===== config.mk =====
export PLATFORM = sky130hd
export DESIGN_NAME = hyperbus_arbiter_flat
export DESIGN_NICKNAME = d
export VERILOG_FILES = /design/src/rtl/hyperbus_arbiter_pkg.sv /design/src/rtl/hyperbus_arbiter_if.sv /design/src/rtl/hyperbus_rr_pick.sv /design/src/rtl/hyperbus_arbiter.sv /design/src/flat_wrapper.sv
export SDC_FILE = /design/constraint.sdc
export NUM_CORES = 1
export LEC_CHECK = 0
export CAP_MARGIN = 10
export CORE_ASPECT_RATIO = 2
export CORE_MARGIN = 2
export CORE_UTILIZATION = 28
export DETAILED_ROUTE_END_ITERATION = 10
export GPL_ROUTABILITY_DRIVEN = 0
export PLACE_DENSITY = 0.78
export SYNTH_ARGS = -nofsm -noshare
export SYNTH_HDL_FRONTEND = slang
export SYNTH_SLANG_ARGS = --single-unit

===== constraint.sdc =====
create_clock -name clk -period 2 [get_ports clk]
set_input_delay 0.4 -clock clk [delete_from_list [all_inputs] [get_ports clk]]
set_output_delay 0.4 -clock clk [all_outputs]
set_load 0.03 [all_outputs]

===== src/rtl/hyperbus_arbiter_pkg.sv =====
// Shared definitions for the two-port HyperBus arbiter: FSM encodings, controller word/mask
// width relation and the default gap/timeout settings.
package hyperbus_arbiter_pkg;

  // Controller WIDTH; one arbiter word carries two controller beats.
  localparam int unsigned CtrlWidth      = 8;
  localparam int unsigned DwDefault      = 2 * CtrlWidth;
  localparam int unsigned AwDefault      = 32;
  localparam int unsigned LenWDefault    = 8;
  localparam int unsigned GapDefault     = 4;
  localparam int unsigned TimeoutDefault = 255;

  typedef logic [1:0] state_t;

  localparam state_t StIdle = 2'd0;
  localparam state_t StXfer = 2'd1;
  localparam state_t StDone = 2'd2;
  localparam state_t StGap  = 2'd3;

  // One mask bit per byte of a controller data word.
  function automatic int unsigned mask_w(input int unsigned dw);
    return dw / 8;
  endfunction

endpackage


===== src/rtl/hyperbus_arbiter_if.sv =====
// Requester and controller-side signal bundle of the arbiter. The slave modport is the
// arbiter's view; the master modport is the view of whatever drives the requesters/controller.
interface hyperbus_arbiter_if #(
  parameter int unsigned DW    = hyperbus_arbiter_pkg::DwDefault,
  parameter int unsigned AW    = hyperbus_arbiter_pkg::AwDefault,
  parameter int unsigned LEN_W = hyperbus_arbiter_pkg::LenWDefault
);
  import hyperbus_arbiter_pkg::*;

  localparam int unsigned MW = mask_w(DW);

  // Requester 0
  logic             m0_req;
  logic             m0_we;
  logic [AW-1:0]    m0_adr;
  logic [LEN_W-1:0] m0_len;
  logic             m0_reg;
  logic [DW-1:0]    m0_wdat;
  logic [MW-1:0]    m0_wmask;
  logic             m0_wready;
  logic [DW-1:0]    m0_rdat;
  logic             m0_rvalid;
  logic             m0_done;
  logic             m0_err;

  // Requester 1
  logic             m1_req;
  logic             m1_we;
  logic [AW-1:0]    m1_adr;
  logic [LEN_W-1:0] m1_len;
  logic             m1_reg;
  logic [DW-1:0]    m1_wdat;
  logic [MW-1:0]    m1_wmask;
  logic             m1_wready;
  logic [DW-1:0]    m1_rdat;
  logic             m1_rvalid;
  logic             m1_done;
  logic             m1_err;

  // Controller side
  logic [AW-1:0]    hb_adr_o;
  logic [DW-1:0]    hb_dat_o;
  logic [MW-1:0]    hb_mask_o;
  logic             hb_reg_o;
  logic             hb_wrq_o;
  logic             hb_rrq_o;
  logic [DW-1:0]    hb_dat_i;
  logic             hb_ready_i;
  logic             hb_valid_i;

  modport slave (
    input  m0_req, m0_we, m0_adr, m0_len, m0_reg, m0_wdat, m0_wmask,
    output m0_wready, m0_rdat, m0_rvalid, m0_done, m0_err,
    input  m1_req, m1_we, m1_adr, m1_len, m1_reg, m1_wdat, m1_wmask,
    output m1_wready, m1_rdat, m1_rvalid, m1_done, m1_err,
    output hb_adr_o, hb_dat_o, hb_mask_o, hb_reg_o, hb_wrq_o, hb_rrq_o,
    input  hb_dat_i, hb_ready_i, hb_valid_i
  );

  modport master (
    output m0_req, m0_we, m0_adr, m0_len, m0_reg, m0_wdat, m0_wmask,
    input  m0_wready, m0_rdat, m0_rvalid, m0_done, m0_err,
    output m1_req, m1_we, m1_adr, m1_len, m1_reg, m1_wdat, m1_wmask,
    input  m1_wready, m1_rdat, m1_rvalid, m1_done, m1_err,
    input  hb_adr_o, hb_dat_o, hb_mask_o, hb_reg_o, hb_wrq_o, hb_rrq_o,
    output hb_dat_i, hb_ready_i, hb_valid_i
  );

endinterface


===== src/rtl/hyperbus_rr_pick.sv =====
// Two-input round-robin selector: a lone requester wins, on a tie the one not granted last wins.
module hyperbus_rr_pick (
  input  logic [1:0] req_i,
  input  logic       last_grant_i,
  output logic       grant_o,
  output logic       any_o
);

  always_comb begin
    grant_o = last_grant_i;
    unique case (req_i)
      2'b01:   grant_o = 1'b0;
      2'b10:   grant_o = 1'b1;
      2'b11:   grant_o = ~last_grant_i;
      default: grant_o = last_grant_i;
    endcase
  end

  assign any_o = |req_i;

endmodule


===== src/rtl/hyperbus_arbiter.sv =====
// Two-requester arbiter and burst sequencer in front of the HyperBus controller: round-robin
// grant, fixed-length wrq/rrq bursts, data steering, post-burst gap and stall timeout.
module hyperbus_arbiter
  import hyperbus_arbiter_pkg::*;
#(
  parameter int unsigned DW         = DwDefault,
  parameter int unsigned AW         = AwDefault,
  parameter int unsigned LEN_W      = LenWDefault,
  parameter int unsigned GAP_CYCLES = GapDefault,
  parameter int unsigned TIMEOUT    = TimeoutDefault
) (
  input logic               clk,
  input logic               rstn,
  hyperbus_arbiter_if.slave bus
);

  localparam int unsigned MW = mask_w(DW);
  localparam int unsigned TW = $clog2(TIMEOUT + 1);
  localparam int unsigned GW = $clog2(GAP_CYCLES + 1);

  // Requester fields gathered into index-by-port form
  logic [1:0]       req;
  logic [1:0]       we;
  logic [1:0]       rg;
  logic [AW-1:0]    adr   [2];
  logic [LEN_W-1:0] len   [2];
  logic [DW-1:0]    wdat  [2];
  logic [MW-1:0]    wmask [2];

  assign req      = {bus.m1_req, bus.m0_req};
  assign we       = {bus.m1_we, bus.m0_we};
  assign rg       = {bus.m1_reg, bus.m0_reg};
  assign adr[0]   = bus.m0_adr;
  assign adr[1]   = bus.m1_adr;
  assign len[0]   = bus.m0_len;
  assign len[1]   = bus.m1_len;
  assign wdat[0]  = bus.m0_wdat;
  assign wdat[1]  = bus.m1_wdat;
  assign wmask[0] = bus.m0_wmask;
  assign wmask[1] = bus.m1_wmask;

  state_t           state_q, state_d;
  logic             grant_q, grant_d;
  logic             last_q, last_d;
  logic             err_q, err_d;
  logic [LEN_W-1:0] cnt_q, cnt_d;
  logic [TW-1:0]    tmo_q, tmo_d;
  logic [GW-1:0]    gap_q, gap_d;

  logic pick;
  logic any;

  hyperbus_rr_pick u_pick (
    .req_i        (req),
    .last_grant_i (last_q),
    .grant_o      (pick),
    .any_o        (any)
  );

  logic in_xfer;
  logic wr_x;
  logic rd_x;
  logic step;
  logic last_word;
  logic fin;

  assign in_xfer   = (state_q == StXfer);
  assign wr_x      = in_xfer & we[grant_q];
  assign rd_x      = in_xfer & ~we[grant_q];
  assign step      = (wr_x & bus.hb_ready_i) | (rd_x & bus.hb_valid_i);
  assign last_word = (LEN_W'(cnt_q + 1'b1) == len[grant_q]);
  // Final word: the request has to fall in the very cycle it is accepted.
  assign fin       = step & last_word;

  always_comb begin
    state_d = state_q;
    grant_d = grant_q;
    last_d  = last_q;
    err_d   = err_q;
    cnt_d   = cnt_q;
    tmo_d   = tmo_q;
    gap_d   = gap_q;
    unique case (state_q)
      StIdle: begin
        if (any) begin
          grant_d = pick;
          last_d  = pick;
          cnt_d   = '0;
          tmo_d   = '0;
          if (len[pick] == '0) begin
            state_d = StDone;
            err_d   = 1'b1;
          end else begin
            state_d = StXfer;
            err_d   = 1'b0;
          end
        end
      end
      StXfer: begin
        if (step) begin
          cnt_d = LEN_W'(cnt_q + 1'b1);
          tmo_d = '0;
          if (last_word) state_d = StDone;
        end else begin
          tmo_d = TW'(tmo_q + 1'b1);
          // Stalls during the controller's latency phase count too.
          if (tmo_q == TW'(TIMEOUT - 1)) begin
            state_d = StDone;
            err_d   = 1'b1;
          end
        end
      end
      StDone: begin
        state_d = StGap;
        gap_d   = '0;
      end
      StGap: begin
        gap_d = GW'(gap_q + 1'b1);
        if (gap_q == GW'(GAP_CYCLES - 1)) state_d = StIdle;
      end
      default: state_d = StIdle;
    endcase
  end

  always_ff @(posedge clk) begin
    if (!rstn) begin
      state_q <= StIdle;
      grant_q <= 1'b0;
      last_q  <= 1'b1;
      err_q   <= 1'b0;
      cnt_q   <= '0;
      tmo_q   <= '0;
      gap_q   <= '0;
    end else begin
      state_q <= state_d;
      grant_q <= grant_d;
      last_q  <= last_d;
      err_q   <= err_d;
      cnt_q   <= cnt_d;
      tmo_q   <= tmo_d;
      gap_q   <= gap_d;
    end
  end

  logic done;
  assign done = (state_q == StDone);

  assign bus.hb_adr_o  = adr[grant_q];
  assign bus.hb_dat_o  = wdat[grant_q];
  assign bus.hb_reg_o  = rg[grant_q];
  assign bus.hb_mask_o = wr_x ? wmask[grant_q] : '1;
  assign bus.hb_wrq_o  = wr_x & ~fin;
  assign bus.hb_rrq_o  = rd_x & ~fin;

  assign bus.m0_wready = wr_x & ~grant_q & bus.hb_ready_i;
  assign bus.m1_wready = wr_x & grant_q & bus.hb_ready_i;
  assign bus.m0_rvalid = rd_x & ~grant_q & bus.hb_valid_i;
  assign bus.m1_rvalid = rd_x & grant_q & bus.hb_valid_i;
  assign bus.m0_rdat   = bus.hb_dat_i;
  assign bus.m1_rdat   = bus.hb_dat_i;
  assign bus.m0_done   = done & ~grant_q;
  assign bus.m1_done   = done & grant_q;
  assign bus.m0_err    = done & ~grant_q & err_q;
  assign bus.m1_err    = done & grant_q & err_q;

endmodule


===== src/flat_wrapper.sv =====
// flat-port wrapper written by rule: the top's interface ports become plain ports
module hyperbus_arbiter_flat import hyperbus_arbiter_pkg::*;
#(
  parameter int unsigned DW         = DwDefault,
  parameter int unsigned AW         = AwDefault,
  parameter int unsigned LEN_W      = LenWDefault,
  parameter int unsigned GAP_CYCLES = GapDefault,
  parameter int unsigned TIMEOUT    = TimeoutDefault
)
  (clk, rstn, bus_m0_req, bus_m0_we, bus_m0_adr, bus_m0_len, bus_m0_reg, bus_m0_wdat, bus_m0_wmask, bus_m0_wready, bus_m0_rdat, bus_m0_rvalid, bus_m0_done, bus_m0_err, bus_m1_req, bus_m1_we, bus_m1_adr, bus_m1_len, bus_m1_reg, bus_m1_wdat, bus_m1_wmask, bus_m1_wready, bus_m1_rdat, bus_m1_rvalid, bus_m1_done, bus_m1_err, bus_hb_adr_o, bus_hb_dat_o, bus_hb_mask_o, bus_hb_reg_o, bus_hb_wrq_o, bus_hb_rrq_o, bus_hb_dat_i, bus_hb_ready_i, bus_hb_valid_i);
  hyperbus_arbiter_if #(.DW(DW), .AW(AW), .LEN_W(LEN_W)) bus_i ();
  input logic clk;
  input logic rstn;
  input wire logic [$bits(bus_i.m0_req)-1:0] bus_m0_req;
  input wire logic [$bits(bus_i.m0_we)-1:0] bus_m0_we;
  input wire logic [$bits(bus_i.m0_adr)-1:0] bus_m0_adr;
  input wire logic [$bits(bus_i.m0_len)-1:0] bus_m0_len;
  input wire logic [$bits(bus_i.m0_reg)-1:0] bus_m0_reg;
  input wire logic [$bits(bus_i.m0_wdat)-1:0] bus_m0_wdat;
  input wire logic [$bits(bus_i.m0_wmask)-1:0] bus_m0_wmask;
  output wire logic [$bits(bus_i.m0_wready)-1:0] bus_m0_wready;
  output wire logic [$bits(bus_i.m0_rdat)-1:0] bus_m0_rdat;
  output wire logic [$bits(bus_i.m0_rvalid)-1:0] bus_m0_rvalid;
  output wire logic [$bits(bus_i.m0_done)-1:0] bus_m0_done;
  output wire logic [$bits(bus_i.m0_err)-1:0] bus_m0_err;
  input wire logic [$bits(bus_i.m1_req)-1:0] bus_m1_req;
  input wire logic [$bits(bus_i.m1_we)-1:0] bus_m1_we;
  input wire logic [$bits(bus_i.m1_adr)-1:0] bus_m1_adr;
  input wire logic [$bits(bus_i.m1_len)-1:0] bus_m1_len;
  input wire logic [$bits(bus_i.m1_reg)-1:0] bus_m1_reg;
  input wire logic [$bits(bus_i.m1_wdat)-1:0] bus_m1_wdat;
  input wire logic [$bits(bus_i.m1_wmask)-1:0] bus_m1_wmask;
  output wire logic [$bits(bus_i.m1_wready)-1:0] bus_m1_wready;
  output wire logic [$bits(bus_i.m1_rdat)-1:0] bus_m1_rdat;
  output wire logic [$bits(bus_i.m1_rvalid)-1:0] bus_m1_rvalid;
  output wire logic [$bits(bus_i.m1_done)-1:0] bus_m1_done;
  output wire logic [$bits(bus_i.m1_err)-1:0] bus_m1_err;
  output wire logic [$bits(bus_i.hb_adr_o)-1:0] bus_hb_adr_o;
  output wire logic [$bits(bus_i.hb_dat_o)-1:0] bus_hb_dat_o;
  output wire logic [$bits(bus_i.hb_mask_o)-1:0] bus_hb_mask_o;
  output wire logic [$bits(bus_i.hb_reg_o)-1:0] bus_hb_reg_o;
  output wire logic [$bits(bus_i.hb_wrq_o)-1:0] bus_hb_wrq_o;
  output wire logic [$bits(bus_i.hb_rrq_o)-1:0] bus_hb_rrq_o;
  input wire logic [$bits(bus_i.hb_dat_i)-1:0] bus_hb_dat_i;
  input wire logic [$bits(bus_i.hb_ready_i)-1:0] bus_hb_ready_i;
  input wire logic [$bits(bus_i.hb_valid_i)-1:0] bus_hb_valid_i;
  assign bus_i.m0_req = bus_m0_req;
  assign bus_i.m0_we = bus_m0_we;
  assign bus_i.m0_adr = bus_m0_adr;
  assign bus_i.m0_len = bus_m0_len;
  assign bus_i.m0_reg = bus_m0_reg;
  assign bus_i.m0_wdat = bus_m0_wdat;
  assign bus_i.m0_wmask = bus_m0_wmask;
  assign bus_m0_wready = bus_i.m0_wready;
  assign bus_m0_rdat = bus_i.m0_rdat;
  assign bus_m0_rvalid = bus_i.m0_rvalid;
  assign bus_m0_done = bus_i.m0_done;
  assign bus_m0_err = bus_i.m0_err;
  assign bus_i.m1_req = bus_m1_req;
  assign bus_i.m1_we = bus_m1_we;
  assign bus_i.m1_adr = bus_m1_adr;
  assign bus_i.m1_len = bus_m1_len;
  assign bus_i.m1_reg = bus_m1_reg;
  assign bus_i.m1_wdat = bus_m1_wdat;
  assign bus_i.m1_wmask = bus_m1_wmask;
  assign bus_m1_wready = bus_i.m1_wready;
  assign bus_m1_rdat = bus_i.m1_rdat;
  assign bus_m1_rvalid = bus_i.m1_rvalid;
  assign bus_m1_done = bus_i.m1_done;
  assign bus_m1_err = bus_i.m1_err;
  assign bus_hb_adr_o = bus_i.hb_adr_o;
  assign bus_hb_dat_o = bus_i.hb_dat_o;
  assign bus_hb_mask_o = bus_i.hb_mask_o;
  assign bus_hb_reg_o = bus_i.hb_reg_o;
  assign bus_hb_wrq_o = bus_i.hb_wrq_o;
  assign bus_hb_rrq_o = bus_i.hb_rrq_o;
  assign bus_i.hb_dat_i = bus_hb_dat_i;
  assign bus_i.hb_ready_i = bus_hb_ready_i;
  assign bus_i.hb_valid_i = bus_hb_valid_i;
  hyperbus_arbiter #(.DW(DW), .AW(AW), .LEN_W(LEN_W), .GAP_CYCLES(GAP_CYCLES), .TIMEOUT(TIMEOUT)) u_core (.clk(clk), .rstn(rstn), .bus(bus_i));
endmodule

==> reports/metrics.cfg <==
[timing]
timing.final.setup_violations = 41
tightestPinTransition_ps = 433
post_route_worst_setup_slack_ps = -603
maximum_clock_frequency_mhz = 384
timing.max_slew.rel_slack_pct = 70.9
hold_viol = 0
drv_slew = 0
period_needed_ps = 2600
clock_skew_ps = 4.34
grt_setup_unrepaired = true
timing.final.crit_share_pct = 130

[clocking]
clkLatencyLatePin_ps = 260
cts.path.max_buffers = 2
number_of_cts_inserted_buffers = 3
cts_tree = done
cts.root.buffer_cell = clkbuf_16
h-tree-depth = 1
tritoncts_num_sinks = 24
clkSlewWorstSetupHoldPaths_ps = 60
cts_hold_repair.buffers = 0

[route]
wl_per_cell_um = 22.0
detail_route.iter0.violations = 105
count_of_unresolved_drc_violations_after_routing = 0
drt-pass1-iter-count = 5
drtAntennaViolNets = 0
post_drt_via_cell_ratio = 5.10
num_vias = 3034
wl_um = 13100

[setup_path]
worstReg2RegStart = u_core.grant_q$_SDFFE_PN0P_
crit-reg2reg-capture = u_core.state_q[0]$_SDFFE_PN0P_
crit_path_max_fo = 5
worst-r2r-setup-slack_ps = -120
cp.required_ps = 1600
cp-startpoint = u_core.grant_q$_SDFFE_PN0P_
cp_data_arrival_time_ps = 2200
crit_path_end_kind = primary output
timing.critical_path.from_type = register
worst-r2r-cell-count = 7
worstSetupPathType = reg -> out
critPathCapture = bus_hb_rrq_o

[floorplanning]
total_die_area_um2 = 9540
boundaryPins = 235
design.core.area_um2 = 8590
num_rows = 48
x_dimension_of_the_die_um = 70.1
floorplan.initialDensity_pct = 28.5
die_height_um = 136

[synth]
yosys_register_bits = 24
synth-edff-count = 0
yosysUniqueCellTypes = 48
synth_fp_nets = 434
synthTopCellsByCount = mux2_2 (50), buf_4 (32), dfxtp_1 (24)
syn_inst = 283
yosys-top-cells-area = mux2_2 (23%), dfxtp_1 (20%), buf_4 (9.8%)
post_synth_instance_area_um2 = 2450
synth_seq_area_share_pct = 19.6
dominantRegCellSynth = dfxtp_1
synthDominantAreaCellType = mux2_2
synth.most_common_cell = mux2_2
synth-async-reset-ratio_pct = 0
synth_area_per_cell_um2 = 8.64
post-synth-top-area-fraction_pct = 23.0
synth.yosys.warnings = 0

[global_routing]
global_route_wire_length_before_repair_um = 17500
gr-total-overflow = 0
gr-usage-all-layers_pct = 24.2
largest_net_degree_at_the_start_of_global_routing = 15
grt_pass1_vias = 3166
antenna_found_initial = 3

[placement]
placedInstanceArea_um2 = 4510
dpl.hpwl_um = 9730
port-buffer-count = 186
post_placement_cell_count = 569

[finish]
area_growth_syn_to_layout_pct = 121
area_of_combinational_cells_with_multiple_inputs_um2 = 2000
final_design_area_no_fill_um2 = 5400
number_of_nets_in_the_layout = 647
fillCellCount = 690
seq_area_um2 = 485
instances_no_fill = 595
antenna-diode-count = 0
drive_above_1_share_pct = 44.0

[power_and_ir_drop]
worst_ir_drop_vdd_v = 0.000572
p_leak_nw = 2.28
power.density_nw_per_um2 = 818

[worst_hold_path]
hold_path.class = reg -> reg

[run_status]
failing_checks = setup timing
status = finished with violations

[job]
drv_cap = 0

layout by cell type (no fill, tap or decap), types with 3 or more instances in the layout:
cell	count
ha_1	8
clkbuf_16	4
mux2i_4	6
nor2_1	12
nand2_2	3
dfxtp_1	22
o211ai_1	3
buf_6	51
nand4_1	5
mux2_2	13
buf_16	4
nor4_1	4
o21ai_1	5
inv_1	8
nand2_1	16
buf_12	12
nand3_1	3
mux2i_1	4
nor2b_1	5
a21oi_1	5
mux2_4	37
clkdlybuf4s50_1	119
buf_4	56
o21ai_0	10
xor2_1	7
xnor2_1	4
dlygate4sd2_1	6
and2_1	4
and3_1	5
area by class of cell:
cell class / instances / area share [%]
Clock buffer: 3 / 1.39
Clock inverter: 1 / 0.557
Inverter: 9 / 0.626
Multi-Input combinational cell: 206 / 37.0
Sequential cell: 24 / 9.00
Tap cell: 100 / 2.32
Timing Repair Buffer: 252 / 49.1
power by group:
part / total (mW) / leakage [nW] / switching, mW / internal (mW)
clock: 0.574 / 0.0511 / 0.176 / 0.398
combinational: 3.22 / 2.04 / 1.52 / 1.70
sequential: 0.619 / 0.196 / 0.0729 / 0.546
timing repair:
item                                    4_1_cts  5_1_grt
endpoints found under the setup margin       54       57
pin swaps                                    18        7
hold endpoints to repair                      0        0
cloned                                        4        2
gates resized for setup                     206       97
buffers inserted                             10        9
worst min-delay path by stage:
stage | cells past startpoint | slack, ps | start | end
after CTS | 1 | 490 | u_core.cnt_q[7]$_SDFFE_PN0P_ | u_core.cnt_q[7]$_SDFFE_PN0P_
after detailed placement | 1 | 480 | u_core.cnt_q[7]$_SDFFE_PN0P_ | u_core.cnt_q[7]$_SDFFE_PN0P_
after global routing | 2 | 530 | u_core.tmo_q[5]$_SDFFE_PN0P_ | u_core.tmo_q[5]$_SDFFE_PN0P_
final | 2 | 500 | u_core.tmo_q[5]$_SDFFE_PN0P_ | u_core.tmo_q[5]$_SDFFE_PN0P_
after global placement | 2 | 470 | u_core.tmo_q[5]$_SDFFE_PN0P_ | u_core.tmo_q[5]$_SDFFE_PN0P_
after floorplan | 2 | 450 | u_core.tmo_q[5]$_SDFFE_PN0P_ | u_core.tmo_q[5]$_SDFFE_PN0P_
worst max-delay path: stages (launching register included):
cell and delay (ps):
dfxtp_4 400, buf_12 150, mux2i_4 290, xnor2_2 140, o2111ai_2 170, nor4b_4 320
nand2_2 150, and3_4 190, buf_6 130
flip-flops by register name (all words and copies together) (netlist names):
signal	count
u_core.last_q	1
u_core.tmo_q	8
u_core.grant_q	1
u_core.cnt_q	8
u_core.gap_q	3
u_core.err_q	1
u_core.state_q	2
cells by family (layout without fill, tap and decap cells):
| kind of cell | Yosys count | after routing | share of synthesized area [%] |
|---|---|---|---|
| AOI/OAI and AO/OA | 42 | 42 | 11.2 |
| xor gates and xnor gates | 15 | 15 | 5.37 |
| adders and majority gates | 9 | 9 | 4.60 |
| buffers and inverters | 53 | 265 | 13.7 |
| DFF | 24 | 24 | 19.6 |
| muxes | 62 | 62 | 28.1 |
| and+or+nand+nor | 78 | 78 | 17.4 |
metal layers:
| layer | share of wire (%) | global-route usage (%) |
|---|---|---|
| met5 | 0.29 | 0 |
| met4 | 4.9 | 12.1 |
| met3 | 11 | 9.71 |
| met2 | 51 | 44.4 |
| met1 | 33 | 22.9 |
through the flow:
stage | worst slack (ps) | total power, mW | TNS [ps] | utilization, % | hold slack (ps)
floorplan | -67.4 | 2.06 | -132 | - | 454
global placement | -699 | 3.01 | -9830 | 52.6 | 466
detailed placement | -716 | 3.07 | -11670 | 52.6 | 480
CTS | -534 | 4.09 | -7430 | 59.7 | 493
global route | -670 | 4.58 | -4830 | 62.8 | 532
finish | -603 | 4.41 | -3540 | 62.8 | 499
Power figures use the tool's default switching activity.
